===== src/rtl/pipe_stall_ctrl.sv =====
// Pipeline stall/flush sequencer for the 5-stage core: load-use bubbles, multi-cycle
// EX op sequencing via down-counter, MEM redirect flushes and a saturating stall counter.
//
// state   | meaning
// --------+----------------------------------------------------------
// S_IDLE  | single-cycle flow; load-use stalls and new mult/div accepted
// S_MULTI | mult/div in EX; cnt_q holds cycles left before result valid

module pipe_stall_ctrl #(
   parameter int CNT_W  = 6,
   parameter int PERF_W = 16
) (
   input  logic              clk,
   input  logic              rst,
   input  logic              stallreq_id,
   input  logic              mc_start,
   input  logic [CNT_W-1:0]  mc_len,
   input  logic              flush_req,
   input  logic [31:0]       new_pc,
   output logic [5:0]        stall,
   output logic              flush,
   output logic [31:0]       flush_pc,
   output logic              mc_busy,
   output logic              mc_done,
   output logic [PERF_W-1:0] perf_stall
);

   typedef enum logic {
      S_IDLE  = 1'b0,
      S_MULTI = 1'b1
   } state_t;

   localparam logic [5:0] STALL_NONE = 6'b000000;
   localparam logic [5:0] STALL_LU   = 6'b000111;
   localparam logic [5:0] STALL_MC   = 6'b001111;
   localparam logic [CNT_W-1:0] CNT_ONE = CNT_W'(1);

   state_t              state_q, state_d;
   logic [CNT_W-1:0]    cnt_q, cnt_d;
   logic [PERF_W-1:0]   perf_stall_q, perf_stall_d;

   logic [5:0]          stall_int;
   logic                flush_int;
   logic                done_int;

   always_ff @(posedge clk or posedge rst) begin
      if (rst) begin
         state_q      <= S_IDLE;
         cnt_q        <= '0;
         perf_stall_q <= '0;
      end else begin
         state_q      <= state_d;
         cnt_q        <= cnt_d;
         perf_stall_q <= perf_stall_d;
      end
   end

   always_comb begin
      state_d   = state_q;
      cnt_d     = cnt_q;
      stall_int = STALL_NONE;
      flush_int = 1'b0;
      done_int  = 1'b0;
      case (state_q)
         S_IDLE: begin
            if (flush_req) begin
               flush_int = 1'b1;
            end else if (mc_start && (mc_len != '0)) begin
               stall_int = STALL_MC;
               state_d   = S_MULTI;
               cnt_d     = mc_len;
            end else if (stallreq_id) begin
               stall_int = STALL_LU;
            end
         end
         S_MULTI: begin
            if (flush_req) begin
               flush_int = 1'b1;
               state_d   = S_IDLE;
               cnt_d     = '0;
            end else if (cnt_q > CNT_ONE) begin
               stall_int = STALL_MC;
               cnt_d     = cnt_q - CNT_ONE;
            end else begin
               // cnt_q==0 cannot be reached here; treated as completion for safety
               done_int = 1'b1;
               state_d  = S_IDLE;
               cnt_d    = '0;
            end
         end
         default: begin
            state_d = S_IDLE;
            cnt_d   = '0;
         end
      endcase
   end

   always_comb begin
      perf_stall_d = perf_stall_q;
      if ((stall_int != STALL_NONE) && (perf_stall_q != {PERF_W{1'b1}}))
         perf_stall_d = perf_stall_q + PERF_W'(1);
   end

   // outputs masked while reset is held so request inputs cannot leak through
   assign stall      = rst ? STALL_NONE : stall_int;
   assign flush      = flush_int & ~rst;
   assign flush_pc   = (flush_int && !rst) ? new_pc : 32'h0;
   assign mc_done    = done_int & ~rst;
   assign mc_busy    = (state_q == S_MULTI) && !rst;
   assign perf_stall = perf_stall_q;

endmodule


===== config.mk =====
export PLATFORM = sky130hd
export DESIGN_NAME = pipe_stall_ctrl
export DESIGN_NICKNAME = d
export VERILOG_FILES = /design/src/rtl/pipe_stall_ctrl.sv
export SDC_FILE = /design/constraint.sdc
export NUM_CORES = 1
export LEC_CHECK = 0
export BUFFER_PORTS_ARGS = -buffer_cell sky130_fd_sc_hd__buf_4
export CORE_UTILIZATION = 38
export DETAILED_ROUTE_END_ITERATION = 10
export PLACE_DENSITY_LB_ADDON = 0.08
export SYNTH_ARGS = -nofsm -noshare
export SYNTH_HDL_FRONTEND = slang
export SYNTH_SLANG_ARGS = --single-unit

===== constraint.sdc =====
create_clock -name clk -period 2.4 [get_ports clk]
set_input_delay 0.24 -clock clk [delete_from_list [all_inputs] [get_ports clk]]
set_output_delay 0.24 -clock clk [all_outputs]
set_load 0.02 [all_outputs]

Word level (Yosys, flattened, before mapping). Index checks and enable logic that the tools add are counted.

Bits in registers: 23. Input port bits: 43. Output and inout port bits: 57. Word-level logic and storage cells: 43.

Add/sub/neg operators: 2. $lt $le $gt $ge: 1. Equal/unequal tests: 3. Muxes and demuxes: 22. Bitwise operators: 4. Reduce and logical (&&, ||, !) cells: 8.

Operators by type and width (number): 32-bit two-way mux (1); 6-bit two-way mux (5); 6-bit one-hot mux with 2 select lines (2); 16-bit by 1-bit adder with 16-bit output (second input constant) (1); 4-bit two-way mux (4); 16-bit inequality test (second input constant) (1); 6-bit nonzero test (2); 1-bit two-way mux (8); 6-bit by 1-bit greater-than comparator with 1-bit output (second input constant) (1); 6-bit by 1-bit subtractor with 6-bit output (second input constant) (1); 1-bit logical AND (4); 2-bit inequality test (second input constant) (2); 3-bit two-way mux (1); 1-bit bitwise AND (2); 1-bit NOT (2); 1-bit one-hot mux with 2 select lines (1); 2-bit AND reduction (1); 1-bit logical NOT (1).

Logic depth before layout (Yosys ltp). Gate-level depths: netlist (run 1).

Depth in word-level cells: 7. Depth in mapped cells: 8. Mapped depth without buffers: 7.

Least setup slack after synthesis (run 1). Ideal clock, no wire load.

Path type: register to register. Start point: register perf_stall_q[0] (netlist: perf_stall[0]). End point: register perf_stall_q[1] (netlist: perf_stall[1]). Setup time: 128 ps. Data arrival time: 2084 ps. Required time: 2272 ps. Setup slack: 189 ps. Cell stages (with the launch flop): 7. Path buffers: 1. Clock period less this slack: 2211 ps. Path through: dfrtp_1 ha_1 nand3_1 or4_1 o211ai_2 buf_6 mux2_1.

Cells in the longest elaborated chain, start to end: 2. Elaborated cells between the ends (all ways): 3. Classes of those cells: add/sub (1); eq/ne (1); reduce/logical (1).

RTL lines: start: declaration (RTL line 40) `logic [PERF_W-1:0] perf_stall_q, perf_stall_d;`; start signal: assignment (RTL line 54) `perf_stall_q <= perf_stall_d;`; branches (longest 2 deep; another with 16-bit by 1-bit adder with 16-bit output).

Parallel ways; which one is timed is not known. A chain may end at the register's enable or synchronous reset.

Worst setup path after layout (run 1).
Start point: register cnt_q[0]. End point: output stall[3].

Cells in the longest elaborated chain, start to end: 5.

RTL lines: start: declaration (RTL line 39) `logic [CNT_W-1:0] cnt_q, cnt_d;`; start signal: assignment (RTL line 53) `cnt_q <= cnt_d;`; 6-bit by 1-bit greater-than comparator with 1-bit output (RTL line 81) `end else if (cnt_q > CNT_ONE) begin`; 4-bit two-way mux (RTL line 81); 4-bit two-way mux (RTL line 77) `if (flush_req) begin`; 6-bit one-hot mux with 2 select lines (RTL line 64) `case (state_q)`; 6-bit two-way mux (RTL line 105) `assign stall = rst ? STALL_NONE : stall_int;`; end: declaration (RTL line 20) `output logic [5:0] stall,`.

Every way passes these cells. The select of a mux whose other input is x is not followed.

==> impl_summary.txt, run 1 <==
----------------------------------------------------
[STA]
  Min Hold Slack ... 0.0564 ns
  Slew margin rel. ... 0.658
  Total negative setup slack ... 0 ns
  Final-report max-slew violation count ... 0
  Count of final setup violators ... 0
  Timing-limited maximum frequency ... 443 MHz
  Worst-Margin Slew ... 0.508 ns
  Setup repair after global routing missed its margin ... no
  Time the worst path needs with I/O delays and setup ... 2.26 ns
  Fin crit share ... 0.941
  Skew final ... 0.00251 ns
  Hold Vio Cnt, Final ... 0
  Post-layout worst setup margin ... 0.143 ns

[Route]
  Number of design rule violations left after detail routing ... 0
  Iteration-0 DRC count of the detailed router ... 35
  Residual antenna-violating net count after detailed routing ... 0
  Routed wirelength normalized by instance count ... 12.8 um
  Via count ... 1529
  Detailed-route wire length ... 4070 um
  Drt first pass iters ... 4
  Post-detailed-route via-to-cell ratio ... 4.82

[Power]
  Combinational cell fraction of total power ... 0.414
  Internal Power ... 0.858 mW
  Sw frac ... 0.379
  Share of total power in the clock network ... 0.174
  Reported net switching power ... 0.524 mW
  Power density of the placed cells ... 595 nW/um^2
  Largest vdd supply drop ... 543 uV
  Total Power Consumption ... 1.38 mW
  Fraction of power consumed by sequential logic ... 0.411
  Standby leakage power ... 1.21 nW

[CTS]
  Root buffer cell ... sky130_fd_sc_hd__clkbuf_8
  Cts bufs inserted ... 3
  Latest clock arrival within the worst-skew pair ... 0.26 ns
  Number of gates given a new drive strength after cts ... 0
  Number of sinks handled by clock tree synthesis ... 23
  Number of hold buffers added after cts ... 0
  Deepest clock path buffer count ... 2
  Post-CTS setup buffer count ... 0
  Clock Pin Slew Worst Setup and Hold Paths ... 0.08 ns
  Count of H-tree levels built during CTS ... 1
  TritonCTS clock tree ... built

[Critical path]
  Worst-path maximum fanout ... 3
  Maximum single-stage delay on the critical path ... 0.39 ns
  Required time at the worst-slack endpoint ... 2.16 ns
  Type of the worst setup path ... reg2out
  Critical path capture point type ... output port
  Worst path slowest cell ... sky130_fd_sc_hd__dfrtp_1
  Critical path data arrival time ... 2.02 ns
  Cells traversed along the worst timing path ... inv_1 -> ha_1 -> or2_2 -> and2_1 -> mux2_2 -> nor3_1 -> buf_4
  Startpoint class of the critical path ... flop

[Placed design]
  Buffers on Ports ... 97
  HPWL Detailed ... 3210 um
  Worst slack at placement ... 0.332 ns
  Cell area after placement ... 2280 sq um
  GP Congestion ... 0.829
  Placed Cells ... 313

[Synthesis]
  Most used standard cell by instance count after synthesis ... sky130_fd_sc_hd__and2_1
  Number of enable-type register cells in the synthesized netlist ... 0
  Flip-flop and latch count after synthesis ... 23
  Leading area contributor after synthesis ... sky130_fd_sc_hd__dfrtp_1
  Fraction of registers with async set or reset after synthesis ... 1.00
  Share of the synthesized area in the top cell type ... 0.381
  Primary flip-flop cell chosen by synthesis mapping ... sky130_fd_sc_hd__dfrtp_1
  Average footprint of a synthesized cell ... 8.79 sq um
  Count of different cell masters after synthesis ... 38
  Top cells by count, synth ... sky130_fd_sc_hd__and2_1, sky130_fd_sc_hd__dfrtp_1, sky130_fd_sc_hd__nor2_1
  Leading post-synthesis cells by cell area ... sky130_fd_sc_hd__dfrtp_1, sky130_fd_sc_hd__and2_1, sky130_fd_sc_hd__xor2_1, sky130_fd_sc_hd__nor3_1, sky130_fd_sc_hd__o21ai_0
  Warning count from the yosys run ... 0
  Post-synthesis instance total ... 172
  Sequential element share of the synthesized area ... 0.381
  Post-synthesis instance area ... 1510 sq um

[Floorplan]
  Total die area ... 4230 sq um
  Core area ... 3740 sq um
  Die Y-Extent ... 65.1 um
  Placement row count ... 22
  Die Width ... 65.1 um
  Initial Util ... 0.404
  # IOs ... 100

[Global route]
  Vias in the first global route ... 1330
  Grt ovf ... 0
  Global-route wire length before repair ... 6270 um
  Antenna violations before repair ... 0
  Global-route usage over all layers ... 0.189
  Pin count of the biggest net entering global routing ... 34

[Cells and area]
  Non-filler instance count after layout ... 317
  Area delta synth->final ... 53.6%
  Filler cell count ... 331
  Area of combinational cells with multiple inputs ... 852 sq um
  Fraction of layout instances using a drive strength above 1 ... 0.416
  Final core utilization ... 0.620
  Final #Nets ... 316
  Fin area ... 2320 sq um
  Area taken by flip-flops and latches ... 576 sq um
  Total inserted antenna cells ... 0

[Outcome]
  Status ... finished clean

[Job]
  Number of max-capacitance violations reported ... 0

[Worst hold path]
  Classification of the worst-slack hold path ... in2async

----------------------------------------------------
[worst max-delay path, delay by kind of cell, from the launching register on]
| family | cells | cell delay, ns |
|---|---|---|
| and+or+nand+nor | 3 | 0.62 |
| DFF | 1 | 0.39 |
| muxes | 1 | 0.27 |
| buffers and inverters | 2 | 0.25 |
| adders and majority gates | 1 | 0.22 |
[placed cells by master, fill, tap and decap left out, types with 4 or more instances in the layout]
cell type | Yosys | layout
sky130_fd_sc_hd__a21oi_1 | 5 | 5
sky130_fd_sc_hd__buf_4 | 4 | 101
sky130_fd_sc_hd__xor2_1 | 9 | 9
sky130_fd_sc_hd__nor3_1 | 10 | 10
sky130_fd_sc_hd__mux2_2 | 4 | 4
sky130_fd_sc_hd__dfrtp_1 | 23 | 23
sky130_fd_sc_hd__and2_1 | 34 | 34
sky130_fd_sc_hd__nand2_1 | 6 | 6
sky130_fd_sc_hd__nor2_1 | 13 | 13
sky130_fd_sc_hd__nand3_1 | 5 | 5
sky130_fd_sc_hd__inv_1 | 7 | 7
sky130_fd_sc_hd__o21ai_0 | 10 | 10
sky130_fd_sc_hd__nand4_1 | 4 | 4
[metal layers]
layer | vias up | wire length [um] | global-route usage
li1 | 774 | - | -
met1 | 693 | 1660 | 0.238
met2 | 60 | 2010 | 0.320
met3 | 2 | 381 | 0.0458
met4 | 0 | 23 | 0.0489
met5 | - | 0 | 0
[power groups by stage]
stage / logic (mW) / registers [mW] / clock network [mW]
3_5_place_dp: 0.577 / 0.575 / 0
2_1_floorplan: 0.274 / 0.627 / 0
6_report: 0.572 / 0.568 / 0.241
4_1_cts: 0.579 / 0.568 / 0.246
3_3_place_gp: 0.574 / 0.571 / 0
5_1_grt: 0.631 / 0.581 / 0.265
[registers in the layout, indices dropped and copies added, names as in the netlist]
register / cells
perf_stall: 16
state_q: 1
cnt_q: 6
[cells by family (layout without fill, tap and decap cells)]
group           Yosys count  in the layout  synth area share
flops                    23             23             0.381
buf+inv                  17            113            0.0579
fa+ha+maj                 3              3            0.0248
simple gates             86             86             0.320
mux                       5              5            0.0372
other cells               1              2           0.00248
compound gates           25             25             0.107
xor+xnor                 12             12            0.0695
[final cells by class]
class,instances,area share
clock buffer,4,0.0194
timing repair buffer,101,0.327
multi-input combinational,133,0.367
sequential,23,0.248
inverter,8,0.0129
tap,48,0.0259
[path summary, 6_finish.rpt]
check                                     from             end  slack (ns)  cells past startpoint
worst max-delay path                  cnt_q[0]        stall[3]        0.14                      7
worst min-delay path                       rst         state_q        0.06                      3
worst max register to register        cnt_q[0]   perf_stall[8]        0.31                      8
worst min register to register  perf_stall[10]  perf_stall[10]        0.51                      1
max in group asynchronous                  rst  perf_stall[12]        2.11                      3
min in group clk                     flush_req         state_q        0.18                      2
Note: power is estimated with default switching activity, not from simulation.
==> run 2, diff against run 1 <==
--- a/config.mk
+++ b/config.mk
@@ -6,6 +6,7 @@
 export NUM_CORES = 1
 export LEC_CHECK = 0
 export BUFFER_PORTS_ARGS = -buffer_cell sky130_fd_sc_hd__buf_4
+export CORE_ASPECT_RATIO = 0.6
 export CORE_UTILIZATION = 38
 export DETAILED_ROUTE_END_ITERATION = 10
 export PLACE_DENSITY_LB_ADDON = 0.08
==> run 2 against run 1 <==
Critical path depth unchanged. Global-route usage increased by 0.19 points. Clock power about the same. Combinational power increased by 2%. Maximum frequency decreased by 0.32%. Worst hold slack got worse by 0.0040 ns. Die area increased by 0.20%. Utilization increased by 0.17 points. Non-clock buffer count increased by 1. Critical path type unchanged. Highest routed layer unchanged.
==> impl_summary.txt, run 2 (synthesis results as in run 1) <==
----------------------------------------------------
[Outcome]
  Status ... finished clean

[Job]
  Number of max-capacitance violations reported ... 0

[Power]
  Share of total power in the clock network ... 0.173
  Largest vdd supply drop ... 532 uV
  Fraction of power consumed by sequential logic ... 0.410
  Standby leakage power ... 1.22 nW
  Power density of the placed cells ... 598 nW/um^2
  Sw frac ... 0.383
  Reported net switching power ... 0.534 mW
  Internal Power ... 0.859 mW
  Combinational cell fraction of total power ... 0.418

[Route]
  Drt first pass iters ... 4
  Number of design rule violations left after detail routing ... 0
  Post-detailed-route via-to-cell ratio ... 4.91
  Iteration-0 DRC count of the detailed router ... 63
  Residual antenna-violating net count after detailed routing ... 0
  Detailed-route wire length ... 4140 um
  Routed wirelength normalized by instance count ... 13.1 um
  Via count ... 1557

[STA]
  Time the worst path needs with I/O delays and setup ... 2.26 ns
  Post-layout worst setup margin ... 0.135 ns
  Fin crit share ... 0.944
  Final-report max-slew violation count ... 0
  Worst-Margin Slew ... 0.539 ns
  Setup repair after global routing missed its margin ... no
  Timing-limited maximum frequency ... 442 MHz
  Count of final setup violators ... 0
  Total negative setup slack ... 0 ns
  Skew final ... 0.00102 ns
  Slew margin rel. ... 0.638
  Hold Vio Cnt, Final ... 0

[Global route]
  Vias in the first global route ... 1262
  Pin count of the biggest net entering global routing ... 24
  Global-route wire length before repair ... 6380 um
  Grt ovf ... 0
  Global-route usage over all layers ... 0.191
  Antenna violations before repair ... 0

[CTS]
  Cts bufs inserted ... 3
  Clock Pin Slew Worst Setup and Hold Paths ... 0.08 ns
  Count of H-tree levels built during CTS ... 1
  Number of hold buffers added after cts ... 0
  Number of gates given a new drive strength after cts ... 0
  Deepest clock path buffer count ... 2
  Number of sinks handled by clock tree synthesis ... 23
  TritonCTS clock tree ... built
  Latest clock arrival within the worst-skew pair ... 0.26 ns
  Post-CTS setup buffer count ... 0
  Root buffer cell ... sky130_fd_sc_hd__clkbuf_8

[Critical path]
  Register-to-Register Path Depth ... 8
  Startpoint class of the critical path ... flop
  Required time at the worst-slack endpoint ... 2.16 ns
  Critical path capture point type ... output port
  R2R Setup Slk ... 0.26 ns
  Type of the worst setup path ... reg2out
  Worst-path maximum fanout ... 3
  Reg-to-reg startpoint ... cnt_q[0]
  Critical path data arrival time ... 2.02 ns
  Endpoint of the worst-slack reg-to-reg timing path ... perf_stall[8]

[Placed design]
  Worst slack at placement ... 0.313 ns
  Buffers on Ports ... 97
  HPWL Detailed ... 3330 um
  GP Congestion ... 0.818

[Worst hold path]
  Classification of the worst-slack hold path ... in2async

[Floorplan]
  Initial Util ... 0.404
  Total die area ... 4240 sq um
  Die Y-Extent ... 50.9 um
  Core area ... 3740 sq um
  # IOs ... 100
  Placement row count ... 17
  Die Width ... 83.4 um

[Cells and area]
  Max FFs per register ... 16
  Area delta synth->final ... 54.0%
  Most common cell after layout, fill and taps aside ... sky130_fd_sc_hd__buf_4
  Top library cells by usage in the layout, fill and taps aside ... sky130_fd_sc_hd__buf_4, sky130_fd_sc_hd__and2_1, sky130_fd_sc_hd__dfrtp_1, sky130_fd_sc_hd__nor2_1
  Final #Nets ... 317
  Fraction of layout instances using a drive strength above 1 ... 0.419
  Total inserted antenna cells ... 0
  Final core utilization ... 0.622

----------------------------------------------------
[run 2: cell types whose count changed in the layout (fill, tap and decap cells not counted), sizes merged]
cell  before  now
buf      101  102
[run 2: layout make-up]
cell class | count | area [sq um]
timing repair buffer | 102 | 766
clock buffer | 4 | 45.0
multi-input combinational | 133 | 852
sequential | 23 | 576
fill | 333 | 1420
tap | 47 | 58.8
inverter | 8 | 30.0
[run 2: layer usage]
metal  vias to the layer above  track usage  routed length (um)
li1                        780            -                   -
met5                         -            0                   0
met2                        62        0.272                1730
met3                         2       0.0679                 342
met1                       713        0.278                2050
met4                         0       0.0339                  13
[run 2: power by group through the flow]
stage / combinational [mW] / clock (mW) / sequential (mW)
after floorplan: 0.274 / 0 / 0.627
after global placement: 0.587 / 0 / 0.574
after detailed placement: 0.582 / 0 / 0.575
after CTS: 0.583 / 0.252 / 0.569
after global routing: 0.627 / 0.267 / 0.590
final: 0.582 / 0.240 / 0.571
[run 2: how the worst max path moves through the flow]
stage / from / endpoint / depth (start not counted)
final: cnt_q[0] / stall[3] / 7
after global routing: cnt_q[0] / stall[1] / 6
after CTS: cnt_q[0] / stall[3] / 7
after detailed placement: cnt_q[0] / perf_stall[8] / 8
after global placement: perf_stall[0] / perf_stall[1] / 6
after floorplan: perf_stall[0] / perf_stall[1] / 6
[run 2: critical path: stages, from the launching register on]
cell and delay [ns]:
sky130_fd_sc_hd__dfrtp_1 0.38, sky130_fd_sc_hd__inv_1 0.08, sky130_fd_sc_hd__ha_1 0.22, sky130_fd_sc_hd__or2_2 0.32, sky130_fd_sc_hd__and2_1 0.17, sky130_fd_sc_hd__mux2_2 0.28, sky130_fd_sc_hd__nor3_1 0.14, sky130_fd_sc_hd__buf_4 0.17
[run 2: through the flow]
step                      cells  hold slack [ns]  power [mW]  cell area (sq um)
final                       317           0.0524        1.39               2330
after global routing        317           0.0854        1.48               2330
after detailed placement    313            0.349        1.16               2280
after floorplan             173            0.247       0.901               1520
after global placement      313            0.369        1.16               2280
after CTS                   317           0.0569        1.40               2330
